### src/rtl/ring_osc_pkg.sv
// Shared types and helpers for the ring-oscillator frequency sweeper.
package ring_osc_pkg;

    localparam int unsigned COUNT_W  = 15;
    localparam int unsigned TAP_W    = 3;
    localparam int unsigned NUM_TAPS = 8;

    typedef enum logic [2:0] {
        ST_IDLE,
        ST_SELECT,
        ST_GATE,
        ST_SETTLE,
        ST_OUTPUT,
        ST_FINISH
    } state_t;

    // Index of the lowest set bit; 0 when the mask is empty.
    function automatic logic [TAP_W-1:0] lowest_tap(input logic [NUM_TAPS-1:0] mask);
        logic [TAP_W-1:0] tap;
        tap = '0;
        for (int i = NUM_TAPS - 1; i >= 0; i--) begin
            if (mask[i]) tap = TAP_W'(i);
        end
        return tap;
    endfunction

    function automatic logic [NUM_TAPS-1:0] tap_bit(input logic [TAP_W-1:0] tap);
        return NUM_TAPS'(1) << tap;
    endfunction

endpackage

### src/rtl/ring_count_sampler.sv
// Two-flop capture of the oscillator-domain count plus a registered
// "same value as last cycle" flag used to detect that the count has frozen.
module ring_count_sampler
    import ring_osc_pkg::*;
(
    input  logic               clk,
    input  logic               rst,
    input  logic [COUNT_W-1:0] count_in,
    output logic [COUNT_W-1:0] sample,
    output logic               stable
);

    logic [COUNT_W-1:0] stage1;

    // stable compares the value entering sample with the one it replaces
    always_ff @(posedge clk) begin
        if (rst) begin
            stage1 <= '0;
            sample <= '0;
            stable <= 1'b0;
        end else begin
            stage1 <= count_in;
            sample <= stage1;
            stable <= (stage1 == sample);
        end
    end

endmodule

### src/rtl/ring_osc_sweeper.sv
// Steps the ring tap select through the enabled taps, gates the oscillator
// for a fixed window per tap and reports each frozen edge count.
module ring_osc_sweeper
    import ring_osc_pkg::*;
#(
    parameter int unsigned WINDOW_CYCLES = 1024,
    parameter int unsigned SETUP_CYCLES  = 2,
    parameter int unsigned SETTLE_CYCLES = 4
) (
    input  logic                clk,
    input  logic                rst,
    input  logic                start,
    input  logic [NUM_TAPS-1:0] tap_mask,
    output logic [TAP_W-1:0]    tap_sel,
    output logic                osc_en,
    input  logic [COUNT_W-1:0]  count_in,
    output logic                res_valid,
    input  logic                res_ready,
    output logic [TAP_W-1:0]    res_tap,
    output logic [COUNT_W-1:0]  res_count,
    output logic                res_dead,
    output logic                busy,
    output logic                done
);

    // Two extra cycles cover the capture-stage fill before compares are trusted.
    localparam int unsigned SETTLE_WAIT = SETTLE_CYCLES + 2;
    localparam int unsigned MAX_A       = (WINDOW_CYCLES > SETUP_CYCLES) ? WINDOW_CYCLES : SETUP_CYCLES;
    localparam int unsigned MAX_T       = (MAX_A > SETTLE_WAIT) ? MAX_A : SETTLE_WAIT;
    localparam int unsigned TIMER_W     = $clog2(MAX_T + 1);

    state_t              state;
    logic [TIMER_W-1:0]  timer;
    logic [NUM_TAPS-1:0] pending;
    logic [COUNT_W-1:0]  sample;
    logic                stable;

    ring_count_sampler u_sampler (
        .clk      (clk),
        .rst      (rst),
        .count_in (count_in),
        .sample   (sample),
        .stable   (stable)
    );

    always_ff @(posedge clk) begin
        if (rst) begin
            state     <= ST_IDLE;
            timer     <= '0;
            pending   <= '0;
            tap_sel   <= '0;
            osc_en    <= 1'b0;
            res_valid <= 1'b0;
            res_tap   <= '0;
            res_count <= '0;
            res_dead  <= 1'b0;
            busy      <= 1'b0;
            done      <= 1'b0;
        end else begin
            done <= 1'b0;
            case (state)
                ST_IDLE: begin
                    if (start) begin
                        busy  <= 1'b1;
                        timer <= '0;
                        if (tap_mask == '0) begin
                            state <= ST_FINISH;
                        end else begin
                            state   <= ST_SELECT;
                            tap_sel <= lowest_tap(tap_mask);
                            pending <= tap_mask & ~tap_bit(lowest_tap(tap_mask));
                        end
                    end
                end
                ST_SELECT: begin
                    if (timer == TIMER_W'(SETUP_CYCLES - 1)) begin
                        timer  <= '0;
                        osc_en <= 1'b1;
                        state  <= ST_GATE;
                    end else begin
                        timer <= timer + 1'b1;
                    end
                end
                ST_GATE: begin
                    if (timer == TIMER_W'(WINDOW_CYCLES - 1)) begin
                        timer  <= '0;
                        osc_en <= 1'b0;
                        state  <= ST_SETTLE;
                    end else begin
                        timer <= timer + 1'b1;
                    end
                end
                ST_SETTLE: begin
                    // No timeout: with the gate closed the count must freeze.
                    if (timer != TIMER_W'(SETTLE_WAIT)) begin
                        timer <= timer + 1'b1;
                    end else if (stable) begin
                        res_valid <= 1'b1;
                        res_tap   <= tap_sel;
                        res_count <= sample;
                        res_dead  <= (sample == '0);
                        state     <= ST_OUTPUT;
                    end
                end
                ST_OUTPUT: begin
                    if (res_ready) begin
                        res_valid <= 1'b0;
                        timer     <= '0;
                        if (pending != '0) begin
                            state   <= ST_SELECT;
                            tap_sel <= lowest_tap(pending);
                            pending <= pending & ~tap_bit(lowest_tap(pending));
                        end else begin
                            state <= ST_FINISH;
                        end
                    end
                end
                ST_FINISH: begin
                    done  <= 1'b1;
                    busy  <= 1'b0;
                    state <= ST_IDLE;
                end
                default: begin
                    state <= ST_IDLE;
                    busy  <= 1'b0;
                end
            endcase
        end
    end

endmodule

### config.mk
export PLATFORM = sky130hd
export DESIGN_NAME = ring_osc_sweeper
export DESIGN_NICKNAME = d
export VERILOG_FILES = /design/src/rtl/ring_osc_pkg.sv /design/src/rtl/ring_count_sampler.sv /design/src/rtl/ring_osc_sweeper.sv
export SDC_FILE = /design/constraint.sdc
export NUM_CORES = 1
export LEC_CHECK = 0
export BUFFER_PORTS_ARGS = -buffer_cell sky130_fd_sc_hd__buf_2
export CORE_MARGIN = 2
export CORE_UTILIZATION = 45
export CTS_BUF_LIST = sky130_fd_sc_hd__clkbuf_16
export CTS_CLUSTER_DIAMETER = 200
export DETAILED_ROUTE_END_ITERATION = 10
export PLACE_DENSITY_LB_ADDON = 0.12
export SETUP_SLACK_MARGIN = 0.05
export SLEW_MARGIN = 20
export SYNTH_ARGS = -nofsm -noshare
export SYNTH_HDL_FRONTEND = slang
export SYNTH_HIERARCHICAL = 1
export SYNTH_SLANG_ARGS = --single-unit
### constraint.sdc
create_clock -name clk -period 1.7 [get_ports clk]
set_input_delay 0.17 -clock clk [delete_from_list [all_inputs] [get_ports clk]]
set_output_delay 0.17 -clock clk [all_outputs]
set_load 0.05 [all_outputs]
## Word-level counts from Yosys, hierarchy flattened

Cells that the tools add are included.

| cells by class | value |
|---|---|
| eq/ne operators | 18 |
| shift operators | 2 |
| muxes and demuxes | 55 |
| bitwise gates (word level) | 6 |
| reduce and logical (&&, ||, !) cells | 16 |
| $add $sub $neg | 1 |

Operators by type and width:

| kind | count |
|---|---|
| $mux 3 | 32 |
| $mux 11 | 5 |
| $pmux 11 s5 | 1 |
| $mux 8 | 4 |
| $and 8x8->8 | 2 |
| $ne 2x2->1 const B | 8 |
| $not 8->8 | 2 |
| $pmux 8 s2 | 1 |
| $shl 1x3->8 const A | 2 |
| $eq 15x15->1 | 1 |
| $logic_not 15->1 | 1 |
| $pmux 3 s5 | 1 |
| $add 11x1->11 const B | 1 |
| $eq 11x1->1 const B | 1 |
| $eq 11x10->1 const B | 1 |
| $ne 11x3->1 const B | 1 |
| $logic_not 8->1 | 1 |
| $reduce_and 4->1 | 2 |
| $reduce_bool 8->1 | 1 |
| $mux 1 | 7 |
| $eq 3x2->1 const B | 2 |
| $eq 3x3->1 const B | 2 |
| $pmux 1 s2 | 3 |
| $pmux 3 s2 | 1 |
| 11 further kinds | 15 |

| word-level totals | value |
|---|---|
| output and inout port bits | 26 |
| register bits | 79 |
| input port bits | 27 |
| logic and storage cells | 112 |

## Longest topological paths before layout

Gate-level depths: netlist of run 1.

| logic depth | value |
|---|---|
| depth after elaboration | 18 |
| depth in mapped cells | 7 |
| mapped depth without buffers | 7 |

## Hierarchy

The synthesis of run 1 kept the hierarchy.

By module, submodules not included:

| module | seq. area each (µm²) | times used | area an instance (µm²) | cells each |
|---|---|---|---|---|
| ring_osc_sweeper | 960.9 | 1 | 2534.9 | 289 |
| ring_count_sampler | 620.6 | 1 | 989.7 | 84 |

## Least setup slack after synthesis of run 1

Ideal clock, no wire load.

| timing | value |
|---|---|
| kind | reg2reg |
| start point | register timer[0] |
| end point | register timer[0] |
| path buffers | 1 |
| slack | -12 ps |
| data required time | 1582 ps |
| stages on the path, launching flop included | 8 |
| library setup time | 118 ps |
| period minus slack after synthesis | 1712 ps |
| data arrival time | 1594 ps |
| path through | dfxtp_1 > ha_1 > and4_1 > nand4bb_1 > o21ai_0 > a31o_2 > buf_2 > nor2_1 |

| between the ends | value |
|---|---|
| longest elaborated chain between the ends | 3 |
| elaborated cells on any way between the ends | 10 |
| classes of those cells | add/sub: 1; eq/ne: 4; mux: 4; reduce/logical: 1 |

Ends and longest elaborated chain:

| what | line | source |
|---|---|---|
| start: declaration | ring_osc_sweeper.sv:33 | `logic [TIMER_W-1:0] timer;` |
| start signal: assignment | ring_osc_sweeper.sv:81 | `timer <= timer + 1'b1;` |
| start signal: assignment | ring_osc_sweeper.sv:90 | `timer <= timer + 1'b1;` |
| start signal: assignment | ring_osc_sweeper.sv:96 | `timer <= timer + 1'b1;` |
| $add 11x1->11 (tied with other cells) | ring_osc_sweeper.sv:81, ring_osc_sweeper.sv:90, ring_osc_sweeper.sv:96 |  |
| $mux 11 (tied with other cells) | ring_osc_sweeper.sv:95 | `if (timer != TIMER_W'(SETTLE_WAIT)) begin` |
| $pmux 11 s5 or $reduce_and 4->1 (tied branches) | -- |  |

Several ways; a longest one is shown, not always the timed one. The select of a mux whose other input is x is not followed.
A chain may end at the register's enable or synchronous reset.

## Worst setup path in the final report of run 1

| timing | value |
|---|---|
| start point | register timer[0] |
| end point | register state[2] |

| between the ends | value |
|---|---|
| longest elaborated chain between the ends | 3 |
| elaborated cells on any way between the ends | 7 |
| classes of those cells | eq/ne: 6; reduce/logical: 1 |

Ends and longest elaborated chain:

| what | line | source |
|---|---|---|
| $ne 11x3->1 (tied with other cells) | ring_osc_sweeper.sv:95 |  |
| $ne 2x2->1 (no line) | -- |  |
| $reduce_and 6->1 (no line) (*) | -- |  |
| end signal: assignment | ring_osc_sweeper.sv:102 | `state <= ST_OUTPUT;` |
| end signal: assignment | ring_osc_sweeper.sv:110 | `state <= ST_SELECT;` |
| end signal: assignment | ring_osc_sweeper.sv:114 | `state <= ST_FINISH;` |
| end: declaration | ring_osc_sweeper.sv:32 | `state_t state;` |

Mark *: on every way between the ends. The rest lies on a longest branch, timed or not.

==> reports/results.txt, run 1 <==
result of the run: complete, no violations
via count of the first global-routing pass: 2844
final period demand of the worst path: 1.617 ns
number of levels the H-tree was split into: 3
number of instances in the synthesized netlist: 373
Yosys top cell area share: 44.87%
IR Drop Worst-Case VDD: 739.8 uV
Detailed Route Iter0 Violations: 151
growth of design area from synthesis to finish: 28.79%
placeable core area: 7647 um2
crit-path max FO: 5
number of buffers between clock root and the deepest sink: 2
post-cts hold buffer count: 0
nets in the synthesized netlist: 403
final std cell area, no fill: 4539 um2
CP Cell Sequence: ha_1 -> and4_4 -> nand4bb_1 -> o21ai_2 -> buf_4 -> o211ai_1 -> o31ai_1
library cell with the highest instance count after synthesis: dfxtp_1
clock root cell: clkbuf_16
proportion of layout cells with a drive suffix above 1: 28.73%
number of pins exceeding their max-slew limit in the final report: 0
slack of the worst reg-to-reg path: 0.08 ns
post-synth top area cell: dfxtp_1
Layout Skew: 0.005916 ns
post-synth cell types: 62
power density relative to cell area: 1008 nW/um2
count of final hold-check violations: 0
total setup violations reported at the end of the flow: 0
final net count: 488
total die area: 8556 um2
DR vias/cell: 5.306
number of diodes added for antenna fixing: 0
total number of vias: 2998
total number of clock tree sinks: 79
first-pass GRT wire length: 12950 um
end point of the most critical hold path: u_sampler/stage1[1]
effective utilization at floorplan: 46.09%
final standard cell utilization of the core: 59.36%
grt total ovfl: 0
count of antenna-violating nets left after detailed routing: 0
number of synthesis warnings: 6
Post-synth EDFFs: 0
number of core rows: 32
leakage power: 1.963 nW
count of unresolved DRC violations after routing: 0
Post-DP HPWL: 5625 um
portion of the clock cycle consumed by the worst path in the final layout: 95.09%
category of the critical setup timing path: reg2reg
cell area after technology mapping: 3525 um2
total chip power: 4.574 mW
arrival time at the worst endpoint: 1.85 ns
setup tns final: 0 ns
sum of routed wire length over all layers: 8320 um
placed cell areas: 4085 um2
maximum number of pins on one net before global-route repair: 40
worst slew margin relative to its limit: 67.74%
total placed cells including tap cells: 541
register bit count reported by yosys: 79
main flop type after synthesis: dfxtp_1
critical path's slowest cell: dfxtp_4
startpoint type of the worst setup path: flip-flop
share of flip-flops with an asynchronous set or reset: 0%
Worst Hold Path Cells: 2
capturing point of the worst reg2reg path: state[2]
first-pass iteration count of the detailed router: 4
TritonCTS clock tree: built
height of the die: 92.50 um
io pins: 53
FMAX: 618.6 MHz
Die X-Extent: 92.50 um
kind of path behind the tightest hold check: in2reg
final worst hold slack: 0.04084 ns
number of filler cells placed in the layout: 686
clock latency of the later-clocked register in the worst-skew pair: 0.33 ns
Worst R2R Start: timer[0]
Reg clk slew, reported paths: 0.06 ns
delay of the slowest critical-path stage: 0.37 ns
critical hold path startpoint: count_in[1]
post-route setup slack: 0.08341 ns
mean instance size in the synthesized netlist: 9.449 um2
Worst Max-Slew Pin Slew: 0.4795 ns
Num CTS Buffers: 9
Post-Place Worst Slack: 0.004705 ns
share of the yosys chip area belonging to registers: 44.87%
non-filler instance count after layout: 565
most common library cells after synthesis: 79 x dfxtp_1, 47 x nor2_1, 33 x nor2b_1
antenna violations before repair: 0
Routability Congestion: 0.8747
required time of the critical path: 1.93 ns
global-route usage over all layers: 19.09%
Synth area leaders: dfxtp_1 45%, nor2b_1 5.9%, mux2i_1 5.1%, nor2_1 5.0%, xnor2_1 3.2%
Worst R2R Path Depth: 7
routed length per placed instance: 14.73 um
Critical Path End Type: flip-flop
RSZ-0062 raised after global routing: yes
Maximum Capacitance Violations: 0
number of port buffers: 52
[critical path, delay by kind of cell (launching register included)]
kind	cells	cell delay, ns
DFF	1	0.37
AOI/OAI and AO/OA	3	0.42
buffers and inverters	1	0.16
and+or+nand+nor	2	0.40
adders and majority gates	1	0.18
[area by class of cell]
class / count / area, um2 / share of cell area (%)
clock buffers: 9 / 225.2 / 4.961
clock inverters: 7 / 71.32 / 1.571
inverters: 11 / 41.29 / 0.9096
multi-input cells: 267 / 1873 / 41.26
flip-flops and latches: 79 / 1588 / 34.98
well taps: 102 / 127.6 / 2.811
repair buffers: 90 / 613.1 / 13.51
[metal layers]
| metal | vias to the layer above | track usage, % | wire [um] |
|---|---|---|---|
| met4 | 0 | 8.209 | 179 |
| met3 | 21 | 4.068 | 350 |
| met2 | 76 | 31.27 | 3988 |
| met1 | 1393 | 24.26 | 3803 |
| li1 | 1508 | - | - |
| met5 | - | 0 | 0 |
[what timing repair did]
item                       4_1_cts  5_1_grt
pin swaps                        2        4
setup endpoints to repair       11       37
cloned                           0        4
buffers inserted                 2        2
resized for setup                3       12
[report_power, final]
group,total [mW],internal (mW),switching (mW)
registers,2.00,1.93,0.0760
logic,0.652,0.290,0.362
clock network,1.92,1.14,0.779
total,4.57,3.36,1.22
[cell usage in the layout, fill, tap and decap left out, types with 7 or more instances in the layout]
| master | count |
|---|---|
| a21oi_1 | 16 |
| a31oi_1 | 7 |
| buf_2 | 52 |
| buf_4 | 31 |
| clkbuf_16 | 11 |
| dfxtp_1 | 76 |
| inv_1 | 11 |
| mux2i_1 | 18 |
| nand2_1 | 13 |
| nand3_1 | 9 |
| nand4_1 | 10 |
| nor2_1 | 47 |
| nor2b_1 | 32 |
| o21ai_0 | 9 |
| xnor2_1 | 13 |
| xor2_1 | 10 |
[worst max path at each step]
stage                  to  startpoint  depth (start not counted)
2_1_floorplan    timer[0]    timer[0]                          7
3_3_place_gp     timer[7]    timer[0]                          6
3_5_place_dp     timer[9]    timer[0]                          6
4_1_cts        tap_sel[0]  pending[5]                          5
5_1_grt          res_dead    timer[1]                          8
6_report         state[2]    timer[0]                          7
[state kept, by name (all words and copies together), names as in the netlist]
name and flops:
pending 8, u_sampler/stage1 15, done 1, u_sampler/stable 1
timer 11, state 3, res_tap 3, res_valid 1
res_count 15, res_dead 1, tap_sel 3, busy 1
u_sampler/sample 15, osc_en 1
[cell families after synthesis]
| kind of cell | count (synthesis) | synth area share, % |
|---|---|---|
| simple gates | 153 | 24.96 |
| mux | 18 | 5.112 |
| flops | 79 | 44.87 |
| xor+xnor | 23 | 5.715 |
| fa+ha+maj | 3 | 1.065 |
| compound gates | 69 | 14.63 |
| buf+inv | 28 | 3.656 |
Power figures use the tool's default switching activity.
==> run 2: changes to the inputs <==
--- a/config.mk
+++ b/config.mk
@@ -5,12 +5,12 @@
 export SDC_FILE = /design/constraint.sdc
 export NUM_CORES = 1
 export LEC_CHECK = 0
-export BUFFER_PORTS_ARGS = -buffer_cell sky130_fd_sc_hd__buf_2
 export CORE_MARGIN = 2
 export CORE_UTILIZATION = 45
 export CTS_BUF_LIST = sky130_fd_sc_hd__clkbuf_16
 export CTS_CLUSTER_DIAMETER = 200
 export DETAILED_ROUTE_END_ITERATION = 10
+export DONT_BUFFER_PORTS = 1
 export PLACE_DENSITY_LB_ADDON = 0.12
 export SETUP_SLACK_MARGIN = 0.05
 export SLEW_MARGIN = 20
==> constraint.sdc (replaced) <==
create_clock -name clk -period 2.01 [get_ports clk]
set_input_delay 0.201 -clock clk [delete_from_list [all_inputs] [get_ports clk]]
set_output_delay 0.201 -clock clk [all_outputs]
set_load 0.05 [all_outputs]
==> reports/results.txt, run 2 (synthesized netlist as in run 1, its figures left out) <==
result of the run: complete, no violations
number of buffers between clock root and the deepest sink: 2 (unchanged)
worst slew margin relative to its limit: 61.99% (-5.7 points)
capturing point of the worst reg2reg path: timer[9]
Post-DP HPWL: 5147 um (-8.5%)
crit-path max FO: 5 (unchanged)
Num CTS Buffers: 9 (unchanged)
postcts setup bufs: 0 (-2)
Worst Hold Path Cells: 2 (unchanged)
startpoint type of the worst setup path: flip-flop
effective utilization at floorplan: 46.09% (unchanged)
Worst Max-Slew Pin Slew: 0.5693 ns (+0.08984 ns)
setup tns final: 0 ns (unchanged)
logic gate share of total power: 11.2% (-3.1 points)
routed length per placed instance: 15.17 um (+3.1%)
Maximum Capacitance Violations: 0 (unchanged)
count of antenna-violating nets left after detailed routing: 0 (unchanged)
total die area: 8556 um2 (unchanged)
growth of design area from synthesis to finish: 16.90%
Routability Congestion: 0.8625 (-1.4%)
leakage power: 1.620 nW (-17%)
number of port buffers: 0 (-100%)
final period demand of the worst path: 1.861 ns (+0.2449 ns)
number of pins exceeding their max-slew limit in the final report: 0 (unchanged)
io pins: 53 (unchanged)
count of unresolved DRC violations after routing: 0 (unchanged)
clock share of power: 41.5% (-0.4 points)
placed cell areas: 3670 um2 (-10%)
clock latency of the later-clocked register in the worst-skew pair: 0.33 ns (about the same)
FMAX: 537.2 MHz (-13%)
RSZ-0062 raised after global routing: no
clock root cell: clkbuf_16
arrival time at the worst endpoint: 2.08 ns (+0.23 ns)
critical hold path startpoint: tap_mask[4]
Detailed Route Iter0 Violations: 108 (-28%)
power density relative to cell area: 890.2 nW/um2 (-12%)
total net switching power: 0.9991 mW (-18%)
number of core rows: 32 (unchanged)
total number of vias: 2704 (-9.8%)
antenna violations before repair: 0 (unchanged)
Worst R2R Start: timer[0]
Die X-Extent: 92.50 um (unchanged)
end point of the most critical hold path: pending[4]
final net count: 426 (-13%)
first-pass iteration count of the detailed router: 4 (unchanged)
height of the die: 92.50 um (unchanged)
fraction of power spent switching nets: 27.24% (+0.62 points)
TritonCTS clock tree: built
first-pass GRT wire length: 12640 um (-2.4%)
Critical Path End Type: flip-flop
Reg clk slew, reported paths: 0.06 ns (about the same)
final std cell area, no fill: 4120 um2 (-9.2%)
kind of path behind the tightest hold check: in2reg
maximum number of pins on one net before global-route repair: 67 (+68%)
placeable core area: 7647 um2 (unchanged)
proportion of layout cells with a drive suffix above 1: 12.97% (-16 points)
most frequent cells in the layout: 79 x dfxtp_1, 47 x nor2_1, 33 x nor2b_1
number of levels the H-tree was split into: 3 (unchanged)
slack of the worst reg-to-reg path: 0.15 ns (+0.07 ns)
IR Drop Worst-Case VDD: 616.6 uV (-17%)
via count of the first global-routing pass: 2585 (-9.1%)
grt total ovfl: 0 (unchanged)
leading cell type in the layout, fill and taps excluded: dfxtp_1
final standard cell utilization of the core: 53.88% (-5.5 points)
count of final hold-check violations: 0 (unchanged)
Layout Skew: 0.005621 ns (-0.0002949 ns)
Worst R2R Path Depth: 6 (-1)
category of the critical setup timing path: reg2reg
global-route usage over all layers: 18.75% (-0.33 points)
DR vias/cell: 5.376 (+1.3%)
total chip power: 3.668 mW (-20%)
number of diodes added for antenna fixing: 0 (unchanged)
required time of the critical path: 2.23 ns (+0.30 ns)
fraction of power consumed by sequential logic: 47.4% (+3.6 points)
total setup violations reported at the end of the flow: 0 (unchanged)
top flop regs: res_count (15), u_sampler/sample (15), u_sampler/stage1 (15)
design internal power: 2.669 mW (-21%)
total number of clock tree sinks: 79 (unchanged)
portion of the clock cycle consumed by the worst path in the final layout: 92.61% (-2.5 points)
sum of routed wire length over all layers: 7633 um (-8.3%)
[run 2: changes by cell type in the layout (fill, tap and decap cells not counted), moves of 3 or more]
cell           before  now
buf_4              31   14
buf_2              52    0
dlygate4sd3_1       0   13
dfxtp_1            76   79
[run 2: layout make-up]
| class | count | area [um2] |
|---|---|---|
| flip-flops and latches | 79 | 1582 |
| fillers | 714 | 3527 |
| clock buffers | 9 | 225.2 |
| repair buffers | 28 | 262.8 |
| well taps | 102 | 127.6 |
| inverters | 11 | 41.29 |
| clock inverters | 7 | 55.05 |
| multi-input cells | 267 | 1827 |
[run 2: worst max path at each step]
stage | slack, ns | depth (start not counted) | end | start
2_1_floorplan | 0.30 | 7 | timer[0] | timer[0]
5_1_grt | 0.04 | 6 | timer[5] | timer[0]
3_5_place_dp | 0.09 | 6 | timer[8] | timer[0]
3_3_place_gp | 0.18 | 6 | timer[7] | timer[0]
6_report | 0.15 | 6 | timer[9] | timer[0]
4_1_cts | 0.08 | 6 | timer[10] | timer[0]
[run 2: through the flow]
step	std cells	setup slack, ns	hold slack, ns
final	503	0.1485	0.01908
after global routing	503	0.03597	0.02273
after CTS	502	0.07919	0.01167
after detailed placement	472	0.09356	0.2764
after global placement	472	0.1823	0.2750
after floorplan	373	0.2978	0.3292
[run 2: worst max-delay path: stages (launching register included)]
cell and delay [ns]:
dfxtp_1 0.41, ha_1 0.24, and4_1 0.30, nand4bb_1 0.22
o21ai_2 0.25, a31o_2 0.27, nor2_1 0.06
[run 2: what timing repair did]
| action | in CTS | in global routing |
|---|---|---|
| gates resized for setup | 0 | 3 |
| setup endpoints to repair | 0 | 10 |
| endpoints found under the hold margin | 66 | 0 |
| hold buffers | 14 | 0 |
[run 2: power groups by stage]
stage | Sequential [mW] | Combinational [mW] | Clock, mW
after floorplan | 1.75 | 0.309 | 0
after global placement | 1.77 | 0.352 | 0
after detailed placement | 1.77 | 0.352 | 0
after CTS | 1.74 | 0.400 | 1.56
after global routing | 1.75 | 0.456 | 1.64
final | 1.74 | 0.409 | 1.52
[run 2: routing by layer]
| layer | track usage, % | wire length [um] |
|---|---|---|
| met5 | 0 | 0 |
| met4 | 8.582 | 137 |
| met3 | 4.475 | 344 |
| met1 | 23.75 | 3514 |
| met2 | 30.23 | 3637 |
